[src/rtl/id_ctrl_pipe_pkg.sv]
// Shared RV32I decode constants, control bundle type and small decode helpers.
package id_ctrl_pipe_pkg;

  localparam logic [2:0] INST_R = 3'd0;
  localparam logic [2:0] INST_I = 3'd1;
  localparam logic [2:0] INST_S = 3'd2;
  localparam logic [2:0] INST_B = 3'd3;
  localparam logic [2:0] INST_U = 3'd4;
  localparam logic [2:0] INST_J = 3'd5;

  localparam logic [4:0] ALU_ADD   = 5'd0;
  localparam logic [4:0] ALU_SUB   = 5'd1;
  localparam logic [4:0] ALU_SLL   = 5'd2;
  localparam logic [4:0] ALU_SLT   = 5'd3;
  localparam logic [4:0] ALU_SLTU  = 5'd4;
  localparam logic [4:0] ALU_XOR   = 5'd5;
  localparam logic [4:0] ALU_SRL   = 5'd6;
  localparam logic [4:0] ALU_SRA   = 5'd7;
  localparam logic [4:0] ALU_OR    = 5'd8;
  localparam logic [4:0] ALU_AND   = 5'd9;
  localparam logic [4:0] ALU_PASSB = 5'd10;
  // 16..23 follow funct3 order: MUL, MULH, MULHSU, MULHU, DIV, DIVU, REM, REMU
  localparam logic [4:0] ALU_MUL   = 5'd16;
  localparam logic [4:0] ALU_REMU  = 5'd23;
  localparam logic [4:0] ALU_BEQ   = 5'd24;
  localparam logic [4:0] ALU_BNE   = 5'd25;
  localparam logic [4:0] ALU_BLT   = 5'd26;
  localparam logic [4:0] ALU_BGE   = 5'd27;
  localparam logic [4:0] ALU_BLTU  = 5'd28;
  localparam logic [4:0] ALU_BGEU  = 5'd29;

  localparam logic [6:0] OPC_LUI    = 7'b0110111;
  localparam logic [6:0] OPC_AUIPC  = 7'b0010111;
  localparam logic [6:0] OPC_JAL    = 7'b1101111;
  localparam logic [6:0] OPC_JALR   = 7'b1100111;
  localparam logic [6:0] OPC_BRANCH = 7'b1100011;
  localparam logic [6:0] OPC_LOAD   = 7'b0000011;
  localparam logic [6:0] OPC_STORE  = 7'b0100011;
  localparam logic [6:0] OPC_OPIMM  = 7'b0010011;
  localparam logic [6:0] OPC_OP     = 7'b0110011;
  localparam logic [6:0] OPC_FENCE  = 7'b0001111;

  localparam logic [6:0] F7_ZERO   = 7'b0000000;
  localparam logic [6:0] F7_ALT    = 7'b0100000;
  localparam logic [6:0] F7_MULDIV = 7'b0000001;

  typedef struct packed {
    logic [4:0] rs1;
    logic [4:0] rs2;
    logic [4:0] rd;
    logic [2:0] inst_type;
    logic [4:0] alu_op;
    logic       rf_we;
    logic       mem_rd;
    logic       mem_wr;
    logic [1:0] mem_size;
    logic       mem_uns;
    logic       br_op;
    logic       jal_op;
    logic       jalr_op;
    logic       illegal;
  } ctrl_t;

  function automatic logic [4:0] op_alu(input logic [2:0] f3);
    logic [4:0] a;
    case (f3)
      3'd0:    a = ALU_ADD;
      3'd1:    a = ALU_SLL;
      3'd2:    a = ALU_SLT;
      3'd3:    a = ALU_SLTU;
      3'd4:    a = ALU_XOR;
      3'd5:    a = ALU_SRL;
      3'd6:    a = ALU_OR;
      default: a = ALU_AND;
    endcase
    return a;
  endfunction

  function automatic logic [4:0] br_alu(input logic [2:0] f3);
    logic [4:0] a;
    case (f3)
      3'd0:    a = ALU_BEQ;
      3'd1:    a = ALU_BNE;
      3'd4:    a = ALU_BLT;
      3'd5:    a = ALU_BGE;
      3'd6:    a = ALU_BLTU;
      default: a = ALU_BGEU;
    endcase
    return a;
  endfunction

  function automatic logic rd_hit(input logic [4:0] r, input logic [4:0] rs1,
                                  input logic [4:0] rs2, input logic use1, input logic use2);
    return (r != 5'd0) && ((use1 && (r == rs1)) || (use2 && (r == rs2)));
  endfunction

endpackage

[src/rtl/rv32_dec.sv]
// Combinational RV32I decoder: instruction word to control bundle plus source-use flags.
// Define CTRL_RV32M_EN to decode the M-extension OP encodings.
module rv32_dec
  import id_ctrl_pipe_pkg::*;
(
  input  logic [31:0] inst,
  output ctrl_t       ctrl,
  output logic        use_rs1,
  output logic        use_rs2
);

  logic [6:0] opc;
  logic [2:0] f3;
  logic [6:0] f7;
  logic       legal;

  assign opc = inst[6:0];
  assign f3  = inst[14:12];
  assign f7  = inst[31:25];

  always_comb begin
    ctrl     = '0;
    ctrl.rs1 = inst[19:15];
    ctrl.rs2 = inst[24:20];
    legal    = 1'b0;
    use_rs1  = !(opc inside {OPC_LUI, OPC_AUIPC, OPC_JAL});
    use_rs2  = opc inside {OPC_OP, OPC_STORE, OPC_BRANCH};
    case (opc)
      OPC_LUI: begin
        legal = 1'b1; ctrl.inst_type = INST_U; ctrl.alu_op = ALU_PASSB; ctrl.rf_we = 1'b1;
      end
      OPC_AUIPC: begin
        legal = 1'b1; ctrl.inst_type = INST_U; ctrl.alu_op = ALU_ADD; ctrl.rf_we = 1'b1;
      end
      OPC_JAL: begin
        legal = 1'b1; ctrl.inst_type = INST_J; ctrl.rf_we = 1'b1; ctrl.jal_op = 1'b1;
      end
      OPC_JALR: begin
        legal = (f3 == 3'd0); ctrl.inst_type = INST_I; ctrl.rf_we = 1'b1; ctrl.jalr_op = 1'b1;
      end
      OPC_BRANCH: begin
        legal = !(f3 inside {3'd2, 3'd3});
        ctrl.inst_type = INST_B; ctrl.alu_op = br_alu(f3); ctrl.br_op = 1'b1;
      end
      OPC_LOAD: begin
        legal = f3 inside {3'd0, 3'd1, 3'd2, 3'd4, 3'd5};
        ctrl.inst_type = INST_I; ctrl.rf_we = 1'b1; ctrl.mem_rd = 1'b1;
        ctrl.mem_size = f3[1:0]; ctrl.mem_uns = f3[2];
      end
      OPC_STORE: begin
        legal = (f3 <= 3'd2);
        ctrl.inst_type = INST_S; ctrl.mem_wr = 1'b1; ctrl.mem_size = f3[1:0];
      end
      OPC_OPIMM: begin
        ctrl.inst_type = INST_I; ctrl.rf_we = 1'b1; ctrl.alu_op = op_alu(f3);
        if (f3 == 3'd1) begin
          legal = (f7 == F7_ZERO);
        end else if (f3 == 3'd5) begin
          legal = (f7 == F7_ZERO) || (f7 == F7_ALT);
          if (f7 == F7_ALT) ctrl.alu_op = ALU_SRA;
        end else begin
          legal = 1'b1;
        end
      end
      OPC_OP: begin
        ctrl.inst_type = INST_R; ctrl.rf_we = 1'b1;
        if (f7 == F7_ZERO) begin
          legal = 1'b1; ctrl.alu_op = op_alu(f3);
        end else if (f7 == F7_ALT) begin
          legal = (f3 == 3'd0) || (f3 == 3'd5);
          ctrl.alu_op = (f3 == 3'd0) ? ALU_SUB : ALU_SRA;
        end else if (f7 == F7_MULDIV) begin
`ifdef CTRL_RV32M_EN
          legal = 1'b1; ctrl.alu_op = ALU_MUL | {2'b00, f3};
`else
          legal = 1'b0;
`endif
        end
      end
      OPC_FENCE: begin
        legal = 1'b1; ctrl.inst_type = INST_I;
      end
      default: legal = 1'b0;
    endcase
    // Illegal words keep their register indices but carry no side effects
    if (!legal) begin
      ctrl.illegal   = 1'b1;
      ctrl.inst_type = INST_R;
      ctrl.alu_op    = ALU_ADD;
      ctrl.rf_we     = 1'b0;
      ctrl.mem_rd    = 1'b0;
      ctrl.mem_wr    = 1'b0;
      ctrl.mem_size  = 2'd0;
      ctrl.mem_uns   = 1'b0;
      ctrl.br_op     = 1'b0;
      ctrl.jal_op    = 1'b0;
      ctrl.jalr_op   = 1'b0;
    end
    ctrl.rd = ctrl.rf_we ? inst[11:7] : 5'd0;
  end

endmodule

[src/rtl/id_ctrl_pipe.sv]
// RV32I decode/control pipeline stage with load-use stall and EX flush.
// Build with CTRL_RV32M_EN defined to accept the M-extension (decoded in rv32_dec).
module id_ctrl_pipe
  import id_ctrl_pipe_pkg::*;
#(
  parameter int unsigned XLEN     = 32,
  parameter int unsigned LOAD_LAT = 1
) (
  input  logic            clk,
  input  logic            rst,
  input  logic            in_valid,
  output logic            in_ready,
  input  logic [31:0]     inst,
  input  logic [XLEN-1:0] pc_in,
  input  logic            flush,
  output logic            out_valid,
  input  logic            out_ready,
  output logic [XLEN-1:0] pc_out,
  output logic [4:0]      rs1,
  output logic [4:0]      rs2,
  output logic [4:0]      rd,
  output logic [2:0]      inst_type,
  output logic [4:0]      alu_op,
  output logic            rf_we,
  output logic            mem_rd,
  output logic            mem_wr,
  output logic [1:0]      mem_size,
  output logic            mem_uns,
  output logic            br_op,
  output logic            jal_op,
  output logic            jalr_op,
  output logic            illegal
);

  ctrl_t                     dec_ctrl;
  ctrl_t                     bundle_q;
  logic [XLEN-1:0]           pc_q;
  logic                      valid_q;
  logic                      use_rs1;
  logic                      use_rs2;
  logic                      adv;
  logic                      match;
  logic                      hazard;
  logic                      accept;
  logic [LOAD_LAT-1:0]       pend_v_q;
  logic [LOAD_LAT-1:0][4:0]  pend_rd_q;

  rv32_dec u_dec (
    .inst    (inst),
    .ctrl    (dec_ctrl),
    .use_rs1 (use_rs1),
    .use_rs2 (use_rs2)
  );

  always_comb begin
    match = 1'b0;
    for (int i = 0; i < int'(LOAD_LAT); i++) begin
      if (pend_v_q[i] && rd_hit(pend_rd_q[i], inst[19:15], inst[24:20], use_rs1, use_rs2)) begin
        match = 1'b1;
      end
    end
    if (valid_q && bundle_q.mem_rd && !out_ready &&
        rd_hit(bundle_q.rd, inst[19:15], inst[24:20], use_rs1, use_rs2)) begin
      match = 1'b1;
    end
  end

  assign adv      = !valid_q || out_ready;
  assign hazard   = in_valid && match;
  assign in_ready = flush || (adv && !hazard);
  assign accept   = in_valid && in_ready && !flush;

  always_ff @(posedge clk or posedge rst) begin
    if (rst) begin
      valid_q  <= 1'b0;
      bundle_q <= '0;
      pc_q     <= '0;
    end else if (flush) begin
      valid_q <= 1'b0;
    end else if (adv) begin
      valid_q <= accept;
      if (accept) begin
        bundle_q <= dec_ctrl;
        pc_q     <= pc_in;
      end
    end
  end

  // Loads already handed to EX; flush leaves them alone since they still complete
  always_ff @(posedge clk or posedge rst) begin
    if (rst) begin
      pend_v_q  <= '0;
      pend_rd_q <= '0;
    end else if (out_ready) begin
      for (int i = int'(LOAD_LAT) - 1; i > 0; i--) begin
        pend_v_q[i]  <= pend_v_q[i-1];
        pend_rd_q[i] <= pend_rd_q[i-1];
      end
      pend_v_q[0]  <= valid_q && bundle_q.mem_rd && (bundle_q.rd != 5'd0);
      pend_rd_q[0] <= bundle_q.rd;
    end
  end

  assign out_valid = valid_q;
  assign pc_out    = pc_q;
  assign rs1       = bundle_q.rs1;
  assign rs2       = bundle_q.rs2;
  assign rd        = bundle_q.rd;
  assign inst_type = bundle_q.inst_type;
  assign alu_op    = bundle_q.alu_op;
  assign rf_we     = bundle_q.rf_we;
  assign mem_rd    = bundle_q.mem_rd;
  assign mem_wr    = bundle_q.mem_wr;
  assign mem_size  = bundle_q.mem_size;
  assign mem_uns   = bundle_q.mem_uns;
  assign br_op     = bundle_q.br_op;
  assign jal_op    = bundle_q.jal_op;
  assign jalr_op   = bundle_q.jalr_op;
  assign illegal   = bundle_q.illegal;

endmodule

[config.mk]
export PLATFORM = sky130hd
export DESIGN_NAME = id_ctrl_pipe
export DESIGN_NICKNAME = d
export VERILOG_FILES = /design/src/rtl/id_ctrl_pipe_pkg.sv /design/src/rtl/rv32_dec.sv /design/src/rtl/id_ctrl_pipe.sv
export SDC_FILE = /design/constraint.sdc
export NUM_CORES = 1
export LEC_CHECK = 0
export CAP_MARGIN = 0
export CORE_MARGIN = 10
export CORE_UTILIZATION = 42
export CTS_BUF_LIST = sky130_fd_sc_hd__clkbuf_2
export CTS_CLUSTER_SIZE = 16
export DETAILED_ROUTE_END_ITERATION = 10
export GPL_TIMING_DRIVEN = 0
export HOLD_SLACK_MARGIN = 0.08
export PLACE_DENSITY = 0.79
export SYNTH_ARGS = -nofsm -noshare
export SYNTH_HDL_FRONTEND = slang
export SYNTH_HIERARCHICAL = 1
export SYNTH_SLANG_ARGS = --single-unit
[constraint.sdc]
create_clock -name clk -period 2.39 [get_ports clk]
set_input_delay 0.478 -clock clk [delete_from_list [all_inputs] [get_ports clk]]
set_output_delay 0.478 -clock clk [all_outputs]
set_load 0.02 [all_outputs]
==> results.md <==
- Post-synthesis instance area: 3810 um^2
- Hold Path Cell Cnt: 2
- Slew Limit Fails: 0
- CP arrival: 2.02 ns
- Overall fraction of global-route tracks in use: 15.9%
- Hold_buf cts: 0
- CP Data Required Time: between 1.5 and 2 ns
- R2R cell count: 8
- Remaining antenna violation count: 0
- Total power: 2910 uW
- Worst Hold Class: in2reg
- Number of H-tree levels: 3
- Crit path cell chain: buf_6 -> and2_4 -> and3b_1 -> and4_1 -> or2_4 -> inv_2 -> nand2_2 -> o22ai_4 -> nand3_1 -> a21o_1 -> buf_6
- Clk buf depth: 2
- Pre-antenna DRT Iters: 4
- DRC Markers: 0
- GR Layer Usage met3: 6.20%
- Global route hottest layer: met2
- Die width: 115 um
- Synth cell types: 49
- Crit path capture type: output port
- Routed WL per cell: 18.8 um
- Clock Latency Late Sink: 0.48 ns
- Slowest CP cell: or2_4
- Power per cell area: 538 nW/um^2
- Fillers: 713
- Sequential share of the synthesized area: 47.3%
- Final setup violation count: 1
- Number of synthesized flops with an enable pin: 0
- TritonCTS buffer count: 9
- Worst R2R End: pc_out[14]$_DFFE_PP0P_
- Slew headroom: 41.4%
- Clk_skew: 0.0274 ns
- Tcrit/Tclk final: 105%
- Met2 usage: between 20% and 30%
- Initial Util: between 40% and 50%
- Worst r2r src: pend_rd_q[4]$_DFFE_PP0P_
- P&R area growth vs syn: 42.0%
- Synth warnings: 6
- Vias in the first global route: between 3000 and 4000
- Util after Layout: around three fifths
- Leakage: approximately 0.0024 uW
- Placed cell count: 544
- Die Ht: 115 um
- Nets: 523
- Fin cells: 566
- Setup ws final: -0.111 ns
- Maximum VDD drop: 421 uV
- Worst-Margin Slew: 0.879 ns
- Met1 Track Usage GR: ~18%
- Final wirelength: approximately 11000 um
- Share of post-route cells with drive strength above 1: 31.4%
- Run status: complete, but fails checks
- Failing checks: negative setup slack
- RSZ-0062 raised after global routing: yes
- Avg Cell Area, Syn: 12.5 um^2
- Hold EP: pend_v_q$_DFFE_PP0P_
- Most common cell after layout, fill and taps aside: clkdlybuf4s50_1
- Die ar.: 13300 um^2
- HP Start: out_ready
- Crit path largest cell delay: ~0.27 ns
- Commonest cells after routing, fill and taps aside: clkdlybuf4s50_1, dfrtp_1, mux2_4
- Setup Crit Path Kind: in2out
- Cell Rows: 34
- Clk slew on worst S/H paths: approximately 0.17 ns
- HPWL after DPL: 8230 um
- Post-synth net total: 374
- Max Fclk: 400 MHz
- Worst R2R Setup Slack: 0.39 ns
- Post-layout min period: 2.50 ns
- 1st-iter DRT viols: 210
- Placer Congestion: 0.845
- Yosys reg bits: 72
- Max-Cap Viols: 0
- Initial antenna violation count: 0
- Number of diodes: 0
- Most used cell, CP: buf_6
- Startpoint types: input port
- Placed instance area: 5260 um^2
- Ports: 136
- Critical path fanouts, max: 2
- First-pass GRT wire length: 16800 um
- Vias/cell: 5.14
- Hold_ws: between 0.3 and 0.4 ns
- Clock sinks: 72
- CTS root buffer: clkbuf_2
- Top FF cell, synth: dfrtp_1
- Ys async rst share: 100%
- Hold Fails Final Rpt: 0
- Largest net degree at the start of global routing: 73
- Post-Syn Instances: just over 300
- Gr ovfl total: 0
- Core area: between 8000 and 9000 um^2
- Post-route cell area: 5410 um^2
- CTS tree: yes
- Via count of the routed design: just under 3000
- I/O Buffers: 131
## worst max path at each step
stage                        from       end  slack (ns)  depth (start not counted)
final                     inst[5]  in_ready       -0.11                         11
after global routing      inst[5]  in_ready       -0.19                         11
after CTS                 inst[5]  in_ready       -0.12                         11
after detailed placement  inst[6]  in_ready       -1.17                         11
after global placement    inst[6]  in_ready       -1.16                         11
after floorplan           inst[6]  in_ready        0.02                          9
## flip-flops by register name, summed over array words and instances, names as in the netlist, 2 cells and up
register / count
pc_out: 32
alu_op: 5
pend_rd_q: 5
rd: 5
rs1: 5
rs2: 5
inst_type: 3
mem_size: 2
## final cells by class
cell class | instances | area [um^2] | area share [%]
Buffer | 29 | 210 | 3.88
Clock buffer | 11 | 55.1 | 1.02
Clock inverter | 4 | 22.5 | 0.416
Inverter | 9 | 36.3 | 0.670
Multi-Input combinational cell | 195 | 1790 | 33.1
Sequential cell | 72 | 1800 | 33.3
Tap cell | 108 | 135 | 2.50
Timing Repair Buffer | 138 | 1360 | 25.1
## synth_stat cells, types with 2 or more instances
cell type	number	area, um^2
nand4_1	2	12.5
nand2b_1	4	25.0
nor2b_1	3	18.8
nand2_1	10	37.5
a21oi_2	2	17.5
o21ai_0	9	45.0
o21bai_1	2	15.0
mux2_4	39	586
and3_1	3	18.8
mux2_2	31	349
xnor2_1	11	96.3
buf_6	6	67.6
nand3b_1	3	22.5
a21o_1	3	22.5
nor3_1	4	20.0
a22oi_1	3	22.5
nor2_1	12	45.0
a211oi_1	6	45.0
inv_1	9	33.8
and3b_1	3	26.3
and2_1	3	18.8
dfrtp_1	72	1800
buf_4	11	82.6
a21oi_1	17	85.1
buf_2	12	60.1
a31oi_1	2	12.5
## report_power, final
part / leakage [uW] / internal (uW) / switching, uW
Clock: 0.0000576 / 135 / 404
Combinational: 0.00139 / 534 / 415
Sequential: 0.000905 / 1350 / 74.1
## cells by family (layout without fill, tap and decap cells)
| kind of cell | count (synthesis) | after routing | synth area share, % |
|---|---|---|---|
| flops | 72 | 72 | 47.3 |
| mux | 71 | 71 | 24.8 |
| xor+xnor | 12 | 12 | 2.76 |
| buf+inv | 38 | 191 | 6.40 |
| simple gates | 58 | 58 | 9.36 |
| compound gates | 54 | 54 | 9.42 |
## per-stage QoR
stage / setup TNS, ns / setup WS, ns
finish: -0.111 / -0.111
floorplan: 0 / 0.0181
global placement: -124.98 / -1.16
global route: -0.191 / -0.191
detailed placement: -45.04 / -1.17
CTS: -0.118 / -0.118
## critical path, delay by kind of cell
kind	cells	cell delay (ns)
AND/OR/NAND/NOR	6	0.91
AO/OA/AOI/OAI	2	0.34
buffers and inverters	3	0.28
## per-layer routing
metal,part of all wire [%],up-vias
li1,-,1380
met2,53,92
met1,38,1430
met4,0.98,0
met3,7.4,8
met5,0,-
## what timing repair did
action / in CTS / in global routing
setup buffers: 5 / 2
pin swaps: 7 / 4
setup endpoints to repair: 61 / 1
resized for setup: 33 / 4
endpoints found under the hold margin: 0 / 0
Power figures use the tool's default switching activity.
